$ cat src/rtl/systolic_mac_array_pkg.sv
// Shared types and sizing helpers for the systolic MAC array.
//   state_t      : top-level job FSM states
//   acc_width()  : accumulator width for a given operand width / matrix size
//   feed_beats() : skewed input beats per job (2*SIZE-1)
//   total_beats(): grid advances per job including zero flush (3*SIZE-2)
package systolic_pkg;

  typedef enum logic [1:0] {
    IDLE    = 2'd0,
    COMPUTE = 2'd1,
    DRAIN   = 2'd2
  } state_t;

  // A full-scale product needs 2*width bits; summing size of them adds clog2(size).
  function automatic int acc_width(input int width, input int size);
    return 2 * width + $clog2(size);
  endfunction

  function automatic int feed_beats(input int size);
    return 2 * size - 1;
  endfunction

  function automatic int total_beats(input int size);
    return 3 * size - 2;
  endfunction

endpackage

$ cat src/rtl/systolic_mac_array_if.sv
// Job/stream bundle between the systolic MAC array and its upstream deskew
// stage plus downstream result sink.
//   start, busy, done               : job control / status
//   a_skew, b_skew, in_valid/ready  : skewed operand beats (SIZE lanes of WIDTH)
//   out_row, out_valid/ready, last  : drained C rows (SIZE lanes of ACC_W)
// Modports: master = driver of the block, slave = the array itself.
interface systolic_mac_array_if
  import systolic_pkg::*;
#(
  parameter int WIDTH = 4,
  parameter int SIZE  = 3
);
  localparam int ACC_W = acc_width(WIDTH, SIZE);

  logic                    start;
  logic [SIZE*WIDTH-1:0]   a_skew;
  logic [SIZE*WIDTH-1:0]   b_skew;
  logic                    in_valid;
  logic                    in_ready;
  logic [SIZE*ACC_W-1:0]   out_row;
  logic                    out_valid;
  logic                    out_ready;
  logic                    out_last;
  logic                    busy;
  logic                    done;

  modport master (
    output start, a_skew, b_skew, in_valid, out_ready,
    input  in_ready, out_row, out_valid, out_last, busy, done
  );

  modport slave (
    input  start, a_skew, b_skew, in_valid, out_ready,
    output in_ready, out_row, out_valid, out_last, busy, done
  );

endinterface

$ cat src/rtl/systolic_mac_array_pe.sv
// One output-stationary MAC cell of the systolic grid.
//   clock, reset : rising-edge clock, async active-high reset
//   clear        : synchronous zero of accumulator and pass registers (job start)
//   en           : grid advance; when low the cell holds everything
//   a_in / a_out : A operand in from the left, registered copy out to the right
//   b_in / b_out : B operand in from above, registered copy out below
//   acc          : running dot-product for this C element
// Build option: SYSMM_SIGNED_EN selects a two's-complement multiply with
// sign-extended accumulate; otherwise everything is unsigned.
module systolic_pe
  import systolic_pkg::*;
#(
  parameter int WIDTH = 4,
  parameter int ACC_W = 10
) (
  input  logic             clock,
  input  logic             reset,
  input  logic             clear,
  input  logic             en,
  input  logic [WIDTH-1:0] a_in,
  input  logic [WIDTH-1:0] b_in,
  output logic [WIDTH-1:0] a_out,
  output logic [WIDTH-1:0] b_out,
  output logic [ACC_W-1:0] acc
);

  logic [ACC_W-1:0] prod_ext;

`ifdef SYSMM_SIGNED_EN
  logic signed [2*WIDTH-1:0] a_x, b_x, prod;
  assign a_x      = (2*WIDTH)'($signed(a_in));
  assign b_x      = (2*WIDTH)'($signed(b_in));
  assign prod     = a_x * b_x;
  // Size cast of a signed value sign-extends; the adder below is width-exact,
  // so two's-complement wrap in the bit pattern is the signed sum.
  assign prod_ext = ACC_W'(prod);
`else
  logic [2*WIDTH-1:0] prod;
  assign prod     = (2*WIDTH)'(a_in) * (2*WIDTH)'(b_in);
  assign prod_ext = ACC_W'(prod);
`endif

  always_ff @(posedge clock or posedge reset) begin
    if (reset) begin
      acc   <= '0;
      a_out <= '0;
      b_out <= '0;
    end else if (clear) begin
      acc   <= '0;
      a_out <= '0;
      b_out <= '0;
    end else if (en) begin
      acc   <= acc + prod_ext;
      a_out <= a_in;
      b_out <= b_in;
    end
  end

endmodule

$ cat src/rtl/systolic_mac_array.sv
// Output-stationary SIZE x SIZE systolic MAC grid computing C = A x B.
//   clock, reset : rising-edge clock, async active-high reset
//   bus (slave)  : start/busy/done job control, skewed A/B beat stream in,
//                  C rows out one per handshake (see systolic_mac_array_if)
// A job: start in IDLE clears the grid; COMPUTE takes 2*SIZE-1 skewed beats,
// then injects SIZE-1 zero beats to flush the wavefront; DRAIN presents C row
// by row. Build option SYSMM_SIGNED_EN switches the PEs to signed arithmetic.
module systolic_mac_array
  import systolic_pkg::*;
#(
  parameter int WIDTH = 4,
  parameter int SIZE  = 3
) (
  input  logic                 clock,
  input  logic                 reset,
  systolic_mac_array_if.slave  bus
);

  localparam int ACC_W = acc_width(WIDTH, SIZE);
  localparam int FEED  = feed_beats(SIZE);
  localparam int TOTAL = total_beats(SIZE);
  localparam int CNT_W = $clog2(TOTAL + 1);
  localparam int ROW_W = (SIZE > 1) ? $clog2(SIZE) : 1;

  localparam logic [CNT_W-1:0] FEED_CNT  = CNT_W'(FEED);
  localparam logic [CNT_W-1:0] LAST_BEAT = CNT_W'(TOTAL - 1);
  localparam logic [ROW_W-1:0] LAST_ROW  = ROW_W'(SIZE - 1);

  state_t           state_q, state_d;
  logic [CNT_W-1:0] beat_cnt;
  logic [ROW_W-1:0] row_cnt;

  logic feeding, advance, clear;
  logic in_ready, out_valid, out_last, done;

  assign feeding = (beat_cnt < FEED_CNT);

  // ---------------- FSM ----------------
  always_ff @(posedge clock or posedge reset) begin
    if (reset) state_q <= IDLE;
    else       state_q <= state_d;
  end

  always_comb begin
    state_d   = state_q;
    clear     = 1'b0;
    advance   = 1'b0;
    in_ready  = 1'b0;
    out_valid = 1'b0;
    out_last  = 1'b0;
    done      = 1'b0;
    case (state_q)
      IDLE: begin
        if (bus.start) begin
          clear   = 1'b1;
          state_d = COMPUTE;
        end
      end
      COMPUTE: begin
        in_ready = feeding;
        // Flush beats advance unconditionally; feed beats wait for data.
        advance  = (bus.in_valid & feeding) | ~feeding;
        if (advance && beat_cnt == LAST_BEAT) state_d = DRAIN;
      end
      DRAIN: begin
        out_valid = 1'b1;
        out_last  = (row_cnt == LAST_ROW);
        if (bus.out_ready && out_last) begin
          done    = 1'b1;
          state_d = IDLE;
        end
      end
      default: state_d = IDLE;
    endcase
  end

  // ---------------- counters ----------------
  always_ff @(posedge clock or posedge reset) begin
    if (reset) begin
      beat_cnt <= '0;
      row_cnt  <= '0;
    end else begin
      if (clear)        beat_cnt <= '0;
      else if (advance) beat_cnt <= beat_cnt + 1'b1;

      if (clear)
        row_cnt <= '0;
      else if (out_valid && bus.out_ready)
        row_cnt <= out_last ? '0 : row_cnt + 1'b1;
    end
  end

  // ---------------- grid ----------------
  // a_h[i][j] is the A operand entering PE(i,j); b_v[i][j] the B operand.
  // The extra column/row catches the outputs of the last PEs, which leave the grid.
  logic [WIDTH-1:0] a_h [SIZE][SIZE+1];
  logic [WIDTH-1:0] b_v [SIZE+1][SIZE];
  logic [ACC_W-1:0] acc [SIZE][SIZE];

  genvar gi, gj;
  generate
    for (gi = 0; gi < SIZE; gi++) begin : g_edge
      assign a_h[gi][0] = feeding ? bus.a_skew[gi*WIDTH +: WIDTH] : '0;
      assign b_v[0][gi] = feeding ? bus.b_skew[gi*WIDTH +: WIDTH] : '0;
    end

    for (gi = 0; gi < SIZE; gi++) begin : g_row
      for (gj = 0; gj < SIZE; gj++) begin : g_col
        systolic_pe #(
          .WIDTH (WIDTH),
          .ACC_W (ACC_W)
        ) u_pe (
          .clock (clock),
          .reset (reset),
          .clear (clear),
          .en    (advance),
          .a_in  (a_h[gi][gj]),
          .b_in  (b_v[gi][gj]),
          .a_out (a_h[gi][gj+1]),
          .b_out (b_v[gi+1][gj]),
          .acc   (acc[gi][gj])
        );
      end
    end
  endgenerate

  // ---------------- drain mux ----------------
  logic [SIZE*ACC_W-1:0] out_row;

  always_comb begin
    out_row = '0;
    if (state_q == DRAIN) begin
      for (int j = 0; j < SIZE; j++)
        out_row[j*ACC_W +: ACC_W] = acc[row_cnt][j];
    end
  end

  assign bus.in_ready  = in_ready;
  assign bus.out_row   = out_row;
  assign bus.out_valid = out_valid;
  assign bus.out_last  = out_last;
  assign bus.busy      = (state_q != IDLE);
  assign bus.done      = done;

endmodule
$ cat src/flat_wrapper.sv
// flat-port wrapper written by rule: the top's interface ports become plain ports
module systolic_mac_array_flat import systolic_pkg::*;
#(
  parameter int WIDTH = 4,
  parameter int SIZE  = 3
)
  (clock, reset, bus_start, bus_a_skew, bus_b_skew, bus_in_valid, bus_out_ready, bus_in_ready, bus_out_row, bus_out_valid, bus_out_last, bus_busy, bus_done);
  systolic_mac_array_if #(.WIDTH(WIDTH), .SIZE(SIZE)) bus_i ();
  input  logic clock;
  input  logic reset;
  input wire logic [$bits(bus_i.start)-1:0] bus_start;
  input wire logic [$bits(bus_i.a_skew)-1:0] bus_a_skew;
  input wire logic [$bits(bus_i.b_skew)-1:0] bus_b_skew;
  input wire logic [$bits(bus_i.in_valid)-1:0] bus_in_valid;
  input wire logic [$bits(bus_i.out_ready)-1:0] bus_out_ready;
  output wire logic [$bits(bus_i.in_ready)-1:0] bus_in_ready;
  output wire logic [$bits(bus_i.out_row)-1:0] bus_out_row;
  output wire logic [$bits(bus_i.out_valid)-1:0] bus_out_valid;
  output wire logic [$bits(bus_i.out_last)-1:0] bus_out_last;
  output wire logic [$bits(bus_i.busy)-1:0] bus_busy;
  output wire logic [$bits(bus_i.done)-1:0] bus_done;
  assign bus_i.start = bus_start;
  assign bus_i.a_skew = bus_a_skew;
  assign bus_i.b_skew = bus_b_skew;
  assign bus_i.in_valid = bus_in_valid;
  assign bus_i.out_ready = bus_out_ready;
  assign bus_in_ready = bus_i.in_ready;
  assign bus_out_row = bus_i.out_row;
  assign bus_out_valid = bus_i.out_valid;
  assign bus_out_last = bus_i.out_last;
  assign bus_busy = bus_i.busy;
  assign bus_done = bus_i.done;
  systolic_mac_array #(.WIDTH(WIDTH), .SIZE(SIZE)) u_core (.clock(clock), .reset(reset), .bus(bus_i));
endmodule
$ cat config.mk
export PLATFORM = sky130hd
export DESIGN_NAME = systolic_mac_array_flat
export DESIGN_NICKNAME = d
export VERILOG_FILES = /design/src/rtl/systolic_mac_array_pkg.sv /design/src/rtl/systolic_mac_array_if.sv /design/src/rtl/systolic_mac_array_pe.sv /design/src/rtl/systolic_mac_array.sv /design/src/flat_wrapper.sv
export SDC_FILE = /design/constraint.sdc
export NUM_CORES = 1
export LEC_CHECK = 0
export ABC_AREA = 1
export CAP_MARGIN = 20
export CORE_MARGIN = 1.5
export CORE_UTILIZATION = 28
export CTS_BUF_LIST = sky130_fd_sc_hd__clkbuf_8
export DETAILED_ROUTE_END_ITERATION = 10
export PLACE_DENSITY = 0.49
export SYNTH_ARGS = -nofsm -noshare
export SYNTH_HDL_FRONTEND = slang
export SYNTH_HIERARCHICAL = 1
export SYNTH_SLANG_ARGS = --single-unit
$ cat constraint.sdc
create_clock -name clock -period 4.3 [get_ports clock]
set_clock_uncertainty 0.05 [all_clocks]
set_input_delay 0.645 -clock clock [delete_from_list [all_inputs] [get_ports clock]]
set_output_delay 0.645 -clock clock [all_outputs]
set_load 0.1 [all_outputs]
==> results.toml, run 1 <==
[sta]
max_slew_margin = 0.350
post-route-period-util = 0.921
hold_viol_final = 0
final.min_clock_period_ns = 3.96
rsz0062_at_grt = "no"
finalMaxSlewViolations = 0
fmax_mhz = 253
setup_tns_ns = 0
worstMarginPinSlew_ns = 0.971
setup_viol = 0

[outcome]
status = "finished clean"

[worst_setup_path]
critPathCaptureType = "flip-flop"
crit_type = "flip-flop to flip-flop"
r2r-start = "u_core/beat_cnt[1]"
rrSetupSlack_ns = 0.34
arrival_ns = 4.29
timing.rr.end = "u_core/g_row[1].g_col[0].u_pe/acc[8]"
path_max_fanout = 25
worst-endpoint-required_ns = 4.63
r2r.worst_path.cells = 15
startpoint_type = "flip-flop"

[yosys]
yosysWarnings = 6
mappedNetlistArea_um2 = 14500
syn_avg_cell_area_um2 = 7.84
syn_nets = 2120
syn_inst = 1846

[clocking]
clk_latency_ns = 0.49
cts_buffers = 17
cts_tree = "built"
cts_root_buf = "clkbuf_8"
htreeDepth = 4
clk_path_buf_depth = 2
holdBufCountCts = 0
clock_sink_count = 145
path_clk_slew_ns = 0.09

[die]
start_util = 0.283
num_io_pins = 64
floorplan.rows = 83
design.die.area_um2 = 53100
die_h_um = 230
die_x_um = 230
core-area_um2 = 51200

[worst_hold_path]
min_path_type = "flip-flop to flip-flop"
min_from = "u_core/g_row[1].g_col[2].u_pe/acc[6]"
min_to = "u_core/g_row[1].g_col[2].u_pe/acc[6]"
holdPathStages = 2

[placed_design]
gp_congestion = 0.824
hpwlAfterDp_mm = 29.1
port_buffers = 63
dp_cells = 2579

[grt]
overflow = 0
antenna_found_initial = 0
grt_pass1_wl_mm = 59.2
grt_pass1_vias = 11500
grt_start_max_net_pins = 34
grt_util_all_layers = 0.141

[finish]
fin_nets = 2192
n_antenna_cell = 0
final_cells = 2610
utilization = 0.317
drive_gt1_frac = 0.122
area_growth_pct = 12.0

[drt]
drcViolationCount = 0
vias_per_cell = 4.34
wl_per_cell_um = 13.7
vias = 11300
dr.pass1.iters = 5
drt_iter0_drc = 502
ant_nets = 0
wirelength_mm = 35.6

[pwr]
peakVddDrop_mv = 0.254
leakagePower_nw = 9.77
power_density_nw_per_um2 = 625

[run]
cap_viol_max_count = 0
-- critical path, cell delays in order (launching register included) --
cell and delay, ns:
dfrtp_1 0.42, o21ai_1 0.30, inv_4 0.19, nor2_1 0.24
nand2_1 0.11, fa_1 0.52, fa_1 0.51, fa_1 0.51
inv_1 0.04, ha_1 0.32, a21oi_1 0.15, nand2_1 0.14
nand2_1 0.11, nand3_1 0.07, nand3_1 0.09, nand2_1 0.06
-- layout by cell type (no fill, tap or decap), types with 2 or more instances in the layout --
cell type / instances
nand3_2: 10
clkinv_1: 4
a21oi_1: 39
inv_1: 427
nand4_1: 2
or2_4: 12
o22ai_1: 18
or2_1: 6
clkbuf_8: 19
nor2_4: 18
nor2_1: 122
inv_4: 2
a32o_1: 9
nand2_1: 467
buf_4: 55
nand3b_1: 12
nand3b_4: 6
clkinv_4: 2
nand2_4: 14
a22o_1: 75
inv_2: 30
clkinvlp_4: 4
or2_2: 3
o31ai_1: 6
dfrtp_1: 145
ha_1: 164
o31ai_2: 24
clkdlybuf4s50_1: 30
bufinv_16: 5
nand3_1: 83
nand3_4: 3
nand2_2: 26
fa_1: 81
-- flip-flops by register name (all words and copies together), names as in the netlist --
register / flops
u_core/g_row.g_col.u_pe/b_out: 24
u_core/row_cnt: 2
u_core/g_row.g_col.u_pe/a_out: 24
u_core/state_q: 2
u_core/g_row.g_col.u_pe/acc: 90
u_core/beat_cnt: 3
-- where the power goes --
group          total [mW]  switching, mW  internal [mW]  leakage (nW)
combinational        6.36           3.76           2.60          7.64
clock                1.29          0.578          0.713         0.236
sequential           2.49          0.622           1.87          1.89
total                10.1           4.96           5.18          9.77
-- final cells by class --
cell class,instances,area [um^2]
inverter,463,1750
multi-input combinational,1206,8810
clock inverter,12,191
tap,680,851
timing repair buffer,85,713
clock buffer,19,262
fill,5547,35000
sequential,145,3630
-- how the worst max path moves through the flow --
stage          cells after the start               start                              endpoint  slack [ns]
2_1_floorplan                      4   u_core/state_q[0]                       bus_out_row[20]        0.26
6_report                          15  u_core/beat_cnt[1]  u_core/g_row[1].g_col[0].u_pe/acc[8]        0.34
4_1_cts                           15  u_core/beat_cnt[1]  u_core/g_row[1].g_col[0].u_pe/acc[8]        0.24
3_5_place_dp                      15       bus_a_skew[4]  u_core/g_row[1].g_col[0].u_pe/acc[8]        0.13
3_3_place_gp                      14       bus_a_skew[0]  u_core/g_row[0].g_col[0].u_pe/acc[8]        0.16
5_1_grt                           15  u_core/beat_cnt[1]  u_core/g_row[1].g_col[0].u_pe/acc[8]       0.005
-- timing repair --
| action | in CTS | in global routing |
|---|---|---|
| resized for setup | 0 | 2 |
| setup buffers | 0 | 0 |
| endpoints found under the setup margin | 0 | 3 |
-- per-layer routing --
| layer | global-route usage | vias up | wire (um) |
|---|---|---|---|
| met5 | 0 | - | 0 |
| met4 | 0.0276 | 0 | 304 |
| met3 | 0.0231 | 13 | 878 |
| met2 | 0.240 | 102 | 17200 |
| met1 | 0.187 | 5365 | 17300 |
| li1 | - | 5851 | - |
-- through the flow --
stage / power (mW) / setup WS, ns / hold slack (ns) / area, um^2
5_1_grt: 11.3 / 0.00473 / 0.498 / 16200
4_1_cts: 10.3 / 0.243 / 0.480 / 16200
3_3_place_gp: 8.83 / 0.163 / 0.450 / 15800
2_1_floorplan: 7.55 / 0.255 / 0.398 / 14500
3_5_place_dp: 8.95 / 0.134 / 0.453 / 15800
6_report: 10.1 / 0.340 / 0.478 / 16200
Note: power is estimated with default switching activity, not from simulation.
==> run 2: changes to the inputs <==
Settings changed: MAX_ROUTING_LAYER from default to met4, PLACE_DENSITY 0.49 to default, PLACE_DENSITY_LB_ADDON from default to 0.1.
==> results.toml, run 2 (synthesis results as in run 1) <==
[worst_setup_path]
arrival_ns = 4.19
worst-endpoint-required_ns = 4.64
critPathCaptureType = "flip-flop"
crit_type = "flip-flop to flip-flop"
startpoint_type = "flip-flop"
path_max_fanout = 25

[worst_hold_path]
min_path_type = "flip-flop to flip-flop"

[die]
start_util = 0.283
floorplan.rows = 83
die_h_um = 230
die_x_um = 230
core-area_um2 = 51200
num_io_pins = 64
design.die.area_um2 = 53100

[clocking]
post-cts-setup-buffers = 0
clk_path_buf_depth = 2
path_clk_slew_ns = 0.09
holdBufCountCts = 0
clk_latency_ns = 0.48
cts_resized = 0
cts_root_buf = "clkbuf_8"
cts_tree = "built"
htreeDepth = 4
cts_buffers = 17
clock_sink_count = 145

[grt]
grt_start_max_net_pins = 34
overflow = 0
grt_pass1_vias = 11500
grt_util_all_layers = 0.151
antenna_found_initial = 0
grt_pass1_wl_mm = 61.1

[finish]
largest_reg_flops = 90
reg_top3 = "u_core/g_row.g_col.u_pe/acc (90), u_core/g_row.g_col.u_pe/a_out (24), u_core/g_row.g_col.u_pe/b_out (24)"
fin_nets = 2193
nFillCells = 5546
final_design_area_no_fill_um2 = 16100
final_cells = 2611
drive_gt1_frac = 0.124
n_antenna_cell = 0
layout_commonest_cell = "nand2_1"
layout_common_cells = "nand2_1 (467), inv_1 (425), ha_1 (164)"
area_growth_pct = 11.6
regMostFlops = "u_core/g_row.g_col.u_pe/acc"

[drt]
vias = 11300
drt_iter0_drc = 550
wl_per_cell_um = 14.2
dr.pass1.iters = 5
vias_per_cell = 4.33
ant_nets = 0
wirelength_mm = 37.2
drcViolationCount = 0

[pwr]
leakagePower_nw = 9.73
peakVddDrop_mv = 0.222
power_density_nw_per_um2 = 617

[sta]
hold_ws_ns = 0.467
worstMarginPinSlew_ns = 0.974
fmax_mhz = 259
setup_tns_ns = 0
setup_viol = 0
final.min_clock_period_ns = 3.86
post-route-period-util = 0.897
rsz0062_at_grt = "no"
hold_viol_final = 0
finalMaxSlewViolations = 0
max_slew_margin = 0.348

[placed_design]
hpwlAfterDp_mm = 30.3
port_buffers = 63
placed_cell_area_um2 = 15800
gp_congestion = 0.816
dp_cells = 2580

[outcome]
status = "finished clean"

[run]
cap_viol_max_count = 0
## run 2: cell types whose count changed in the layout (fill, tap and decap cells not counted), sizes merged
cell / previous run / this run
clkbuf: 19 / 20
inv: 459 / 457
clkinv: 7 / 10
clkdlybuf4s50: 30 / 31
clkinvlp: 4 / 6
bufinv: 5 / 1
## run 2: area by class of cell
| cell class | instances | area, um^2 | share of cell area |
|---|---|---|---|
| Clock inverter | 11 | 90.1 | 0.00558 |
| Tap cell | 680 | 851 | 0.0527 |
| Multi-Input combinational cell | 1206 | 8810 | 0.546 |
| Timing Repair Buffer | 86 | 736 | 0.0456 |
| Inverter | 463 | 1750 | 0.109 |
| Clock buffer | 20 | 275 | 0.0170 |
| Sequential cell | 145 | 3630 | 0.225 |
## run 2: layer usage
metal / vias to the layer above / track usage / part of all wire
met2: 115 / 0.255 / 0.49
met1: 5319 / 0.188 / 0.47
met5: - / - / 0
met3: 18 / 0.0253 / 0.028
li1: 5853 / - / -
met4: 0 / 0.0331 / 0.014
## run 2: stage by stage
stage	util	worst slack [ns]	total power, mW
4_1_cts	0.315	0.242	10.2
6_report	0.315	0.445	9.97
2_1_floorplan	-	0.255	7.55
3_3_place_gp	0.308	0.236	9.02
5_1_grt	0.315	0.111	11.2
3_5_place_dp	0.308	0.203	9.05
## run 2: worst paths after layout
kind,from,to,slack [ns],cells past startpoint
worst min register to register,u_core/g_row[1].g_col[0].u_pe/acc[6],u_core/g_row[1].g_col[0].u_pe/acc[6],0.47,2
worst min-delay path,u_core/g_row[1].g_col[0].u_pe/acc[6],u_core/g_row[1].g_col[0].u_pe/acc[6],0.47,2
worst max-delay path,u_core/beat_cnt[1],u_core/g_row[1].g_col[0].u_pe/acc[8],0.44,15
min in group asynchronous,reset,u_core/row_cnt[1],0.94,2
max in group asynchronous,reset,u_core/g_row[1].g_col[1].u_pe/acc[7],2.56,2
worst max register to register,u_core/beat_cnt[1],u_core/g_row[1].g_col[0].u_pe/acc[8],0.44,15
## run 2: worst max-delay path: stages (launching register included)
cell and delay, ns:
dfrtp_1 0.44, o21ai_2 0.24, inv_4 0.19, nor2_1 0.18, nand2_1 0.10, fa_1 0.53
fa_1 0.52, fa_1 0.51, inv_1 0.04, ha_1 0.32, a21oi_1 0.17, nand2_1 0.13
nand2_1 0.11, nand3_1 0.07, nand3_1 0.09, nand2_1 0.05
## run 2: power breakdown
group	switching, mW	internal [mW]
registers	0.647	1.87
clock network	0.559	0.492
logic	3.79	2.61
==> run 3: changes to the inputs <==
Settings changed: SYNTH_HIERARCHICAL 1 to default.
==> results.toml, run 3 <==
[drt]
drt_iter0_drc = 570
wirelength_mm = 39.9
vias_per_cell = 4.50
vias = 11200
dr.pass1.iters = 5
wl_per_cell_um = 16.0
drcViolationCount = 0
ant_nets = 0

[finish]
layout_commonest_cell = "nand2_1"
area_growth_pct = 15.9
regMostFlops = "u_core.g_row.g_col.u_pe.acc"
layout_common_cells = "nand2_1 (448), inv_1 (431), ha_1 (164)"
reg_top3 = "u_core.g_row.g_col.u_pe.acc (90), u_core.g_row.g_col.u_pe.a_out (24), u_core.g_row.g_col.u_pe.b_out (24)"
nFillCells = 5117
largest_reg_flops = 90
drive_gt1_frac = 0.0586
fin_nets = 2138
n_antenna_cell = 0

[die]
num_io_pins = 64
design.die.area_um2 = 49200
die_x_um = 222
start_util = 0.282
core-area_um2 = 47500
die_h_um = 222
floorplan.rows = 80

[worst_setup_path]
rrSetupSlack_ns = 0.45
cp_common_cell = "nand2_1"
slowest_delay_ns = 0.55
path_cells = "o21ai_2 > inv_4 > nor2_1 > nand2_1 > fa_1 > fa_1 > fa_1 > inv_1 > ha_1 > or2_2 > nand3b_1 > nand2_1 > nand2_1 > nand2_1 > o21ai_1"
timing.rr.end = "u_core.g_row[2].g_col[0].u_pe.acc[6]"
crit_type = "flip-flop to flip-flop"
critPathCaptureType = "flip-flop"
arrival_ns = 4.23
r2r-start = "u_core.beat_cnt[1]"
path_max_fanout = 19
worst-endpoint-required_ns = 4.67
startpoint_type = "flip-flop"
r2r.worst_path.cells = 15
crit_slowest_cell = "fa_1"

[sta]
max_slew_margin = 0.297
setup_viol = 0
hold_viol_final = 0
setup_tns_ns = 0
final.min_clock_period_ns = 3.85
post-route-period-util = 0.896
rsz0062_at_grt = "no"
finalMaxSlewViolations = 0
worstMarginPinSlew_ns = 1.05
final.setup.worst_slack_ns = 0.446
fmax_mhz = 259

[pwr]
leakagePower_nw = 8.69
power_density_nw_per_um2 = 658
peakVddDrop_mv = 0.365
p_total_mw = 10.2

[yosys]
synthArstFlopShare = 1.00
synth_top_area_share = 0.270
yosysTopAreaCell = "dfrtp_1"
synth_edf_count = 0
yosysUniqueCellTypes = 32
syn_avg_cell_area_um2 = 7.42
ys_seq_elements = 145
mappedNetlistArea_um2 = 13400
syn_inst = 1809
ys.flop_type = "dfrtp_1"
synthTopCellsByCount = "nand2_1 (448), inv_1 (432), ha_1 (164), nor2_1 (160), dfrtp_1 (145)"
yosysSeqAreaShare = 0.270
syn_nets = 2083
yosysWarnings = 0
yosysMostFrequentCell = "nand2_1"
synthTopCellsByArea = "dfrtp_1 (27%), ha_1 (15%), nand2_1 (13%), fa_1 (12%), inv_1 (12%)"

[clocking]
holdBufCountCts = 0
htreeDepth = 4
clk_latency_ns = 0.50
clock_sink_count = 145
cts_buffers = 17
path_clk_slew_ns = 0.10
cts_resized = 0
clk_path_buf_depth = 2
cts_tree = "built"
post-cts-setup-buffers = 0
cts_root_buf = "clkbuf_8"

[placed_design]
gp_congestion = 0.824
port_buffers = 63
pre_cts_ws_ns = -0.0314
hpwlAfterDp_mm = 30.4

[grt]
grt_util_all_layers = 0.174
grt_pass1_wl_mm = 63.7
grt_pass1_vias = 11500
overflow = 0
grt_start_max_net_pins = 83
antenna_found_initial = 0

[outcome]
status = "finished clean"

[run]
cap_viol_max_count = 0

[worst_hold_path]
min_path_type = "input pin to async pin"
[run 3: worst max path at each step]
stage | from | end | slack, ns | depth (start not counted)
4_1_cts | u_core.beat_cnt[1] | u_core.g_row[2].g_col[0].u_pe.acc[6] | 0.40 | 15
3_5_place_dp | bus_a_skew[8] | u_core.g_row[2].g_col[0].u_pe.acc[8] | -0.03 | 14
2_1_floorplan | u_core.state_q[0] | bus_out_row[10] | -0.22 | 6
5_1_grt | u_core.beat_cnt[1] | u_core.g_row[2].g_col[0].u_pe.acc[9] | 0.08 | 16
3_3_place_gp | bus_a_skew[8] | u_core.g_row[2].g_col[0].u_pe.acc[6] | -0.04 | 15
6_report | u_core.beat_cnt[1] | u_core.g_row[2].g_col[0].u_pe.acc[6] | 0.45 | 15
[run 3: area by class of cell]
| class | count | area, um^2 | share of cell area |
|---|---|---|---|
| repair buffers | 81 | 1130 | 0.0729 |
| multi-input cells | 1182 | 7960 | 0.512 |
| clock inverters | 14 | 164 | 0.0105 |
| inverters | 437 | 1650 | 0.106 |
| well taps | 615 | 769 | 0.0495 |
| clock buffers | 18 | 248 | 0.0159 |
| flip-flops and latches | 145 | 3630 | 0.233 |
[run 3: cells by family (layout without fill, tap and decap cells)]
family,after synthesis,count (layout),synth area share
AO/OA/AOI/OAI,211,211,0.0895
flip-flops,145,145,0.270
buffers and inverters,482,550,0.141
AND/OR/NAND/NOR,703,703,0.210
XOR/XNOR,18,18,0.0117
adder cells (fa/ha/maj),245,245,0.274
multiplexers,5,5,0.00373
[run 3: report_power, final]
| group | internal (mW) | switching, mW | total [mW] | leakage [nW] |
|---|---|---|---|---|
| clock network | 0.549 | 0.662 | 1.21 | 0.207 |
| registers | 1.92 | 0.510 | 2.43 | 1.87 |
| logic | 2.45 | 4.13 | 6.58 | 6.61 |
| total | 4.92 | 5.31 | 10.2 | 8.69 |
[run 3: worst max-delay path: cells and delay by family, from the launching register on]
kind,cells,cell delay (ns)
flops,1,0.44
compound gates,2,0.32
simple gates,7,0.88
buf+inv,2,0.18
fa+ha+maj,4,1.92
[run 3: metrics by stage]
| step | instances | instance area [um^2] | hold slack, ns | utilization |
|---|---|---|---|---|
| floorplan | 1809 | 13500 | 0.403 | - |
| global route | 2492 | 15500 | 0.347 | 0.327 |
| CTS | 2491 | 15500 | 0.460 | 0.327 |
| detailed placement | 2459 | 15100 | 0.437 | 0.318 |
| finish | 2492 | 15500 | 0.363 | 0.327 |
| global placement | 2459 | 15100 | 0.427 | 0.318 |
[run 3: per-layer routing]
| layer | vias to the layer above | share of wire | GRT usage |
|---|---|---|---|
| met1 | 5363 | 0.48 | 0.223 |
| met2 | 141 | 0.48 | 0.290 |
| met4 | 0 | 0.016 | 0.0451 |
| met5 | - | 0 | - |
| met3 | 26 | 0.027 | 0.0208 |
| li1 | 5677 | - | - |
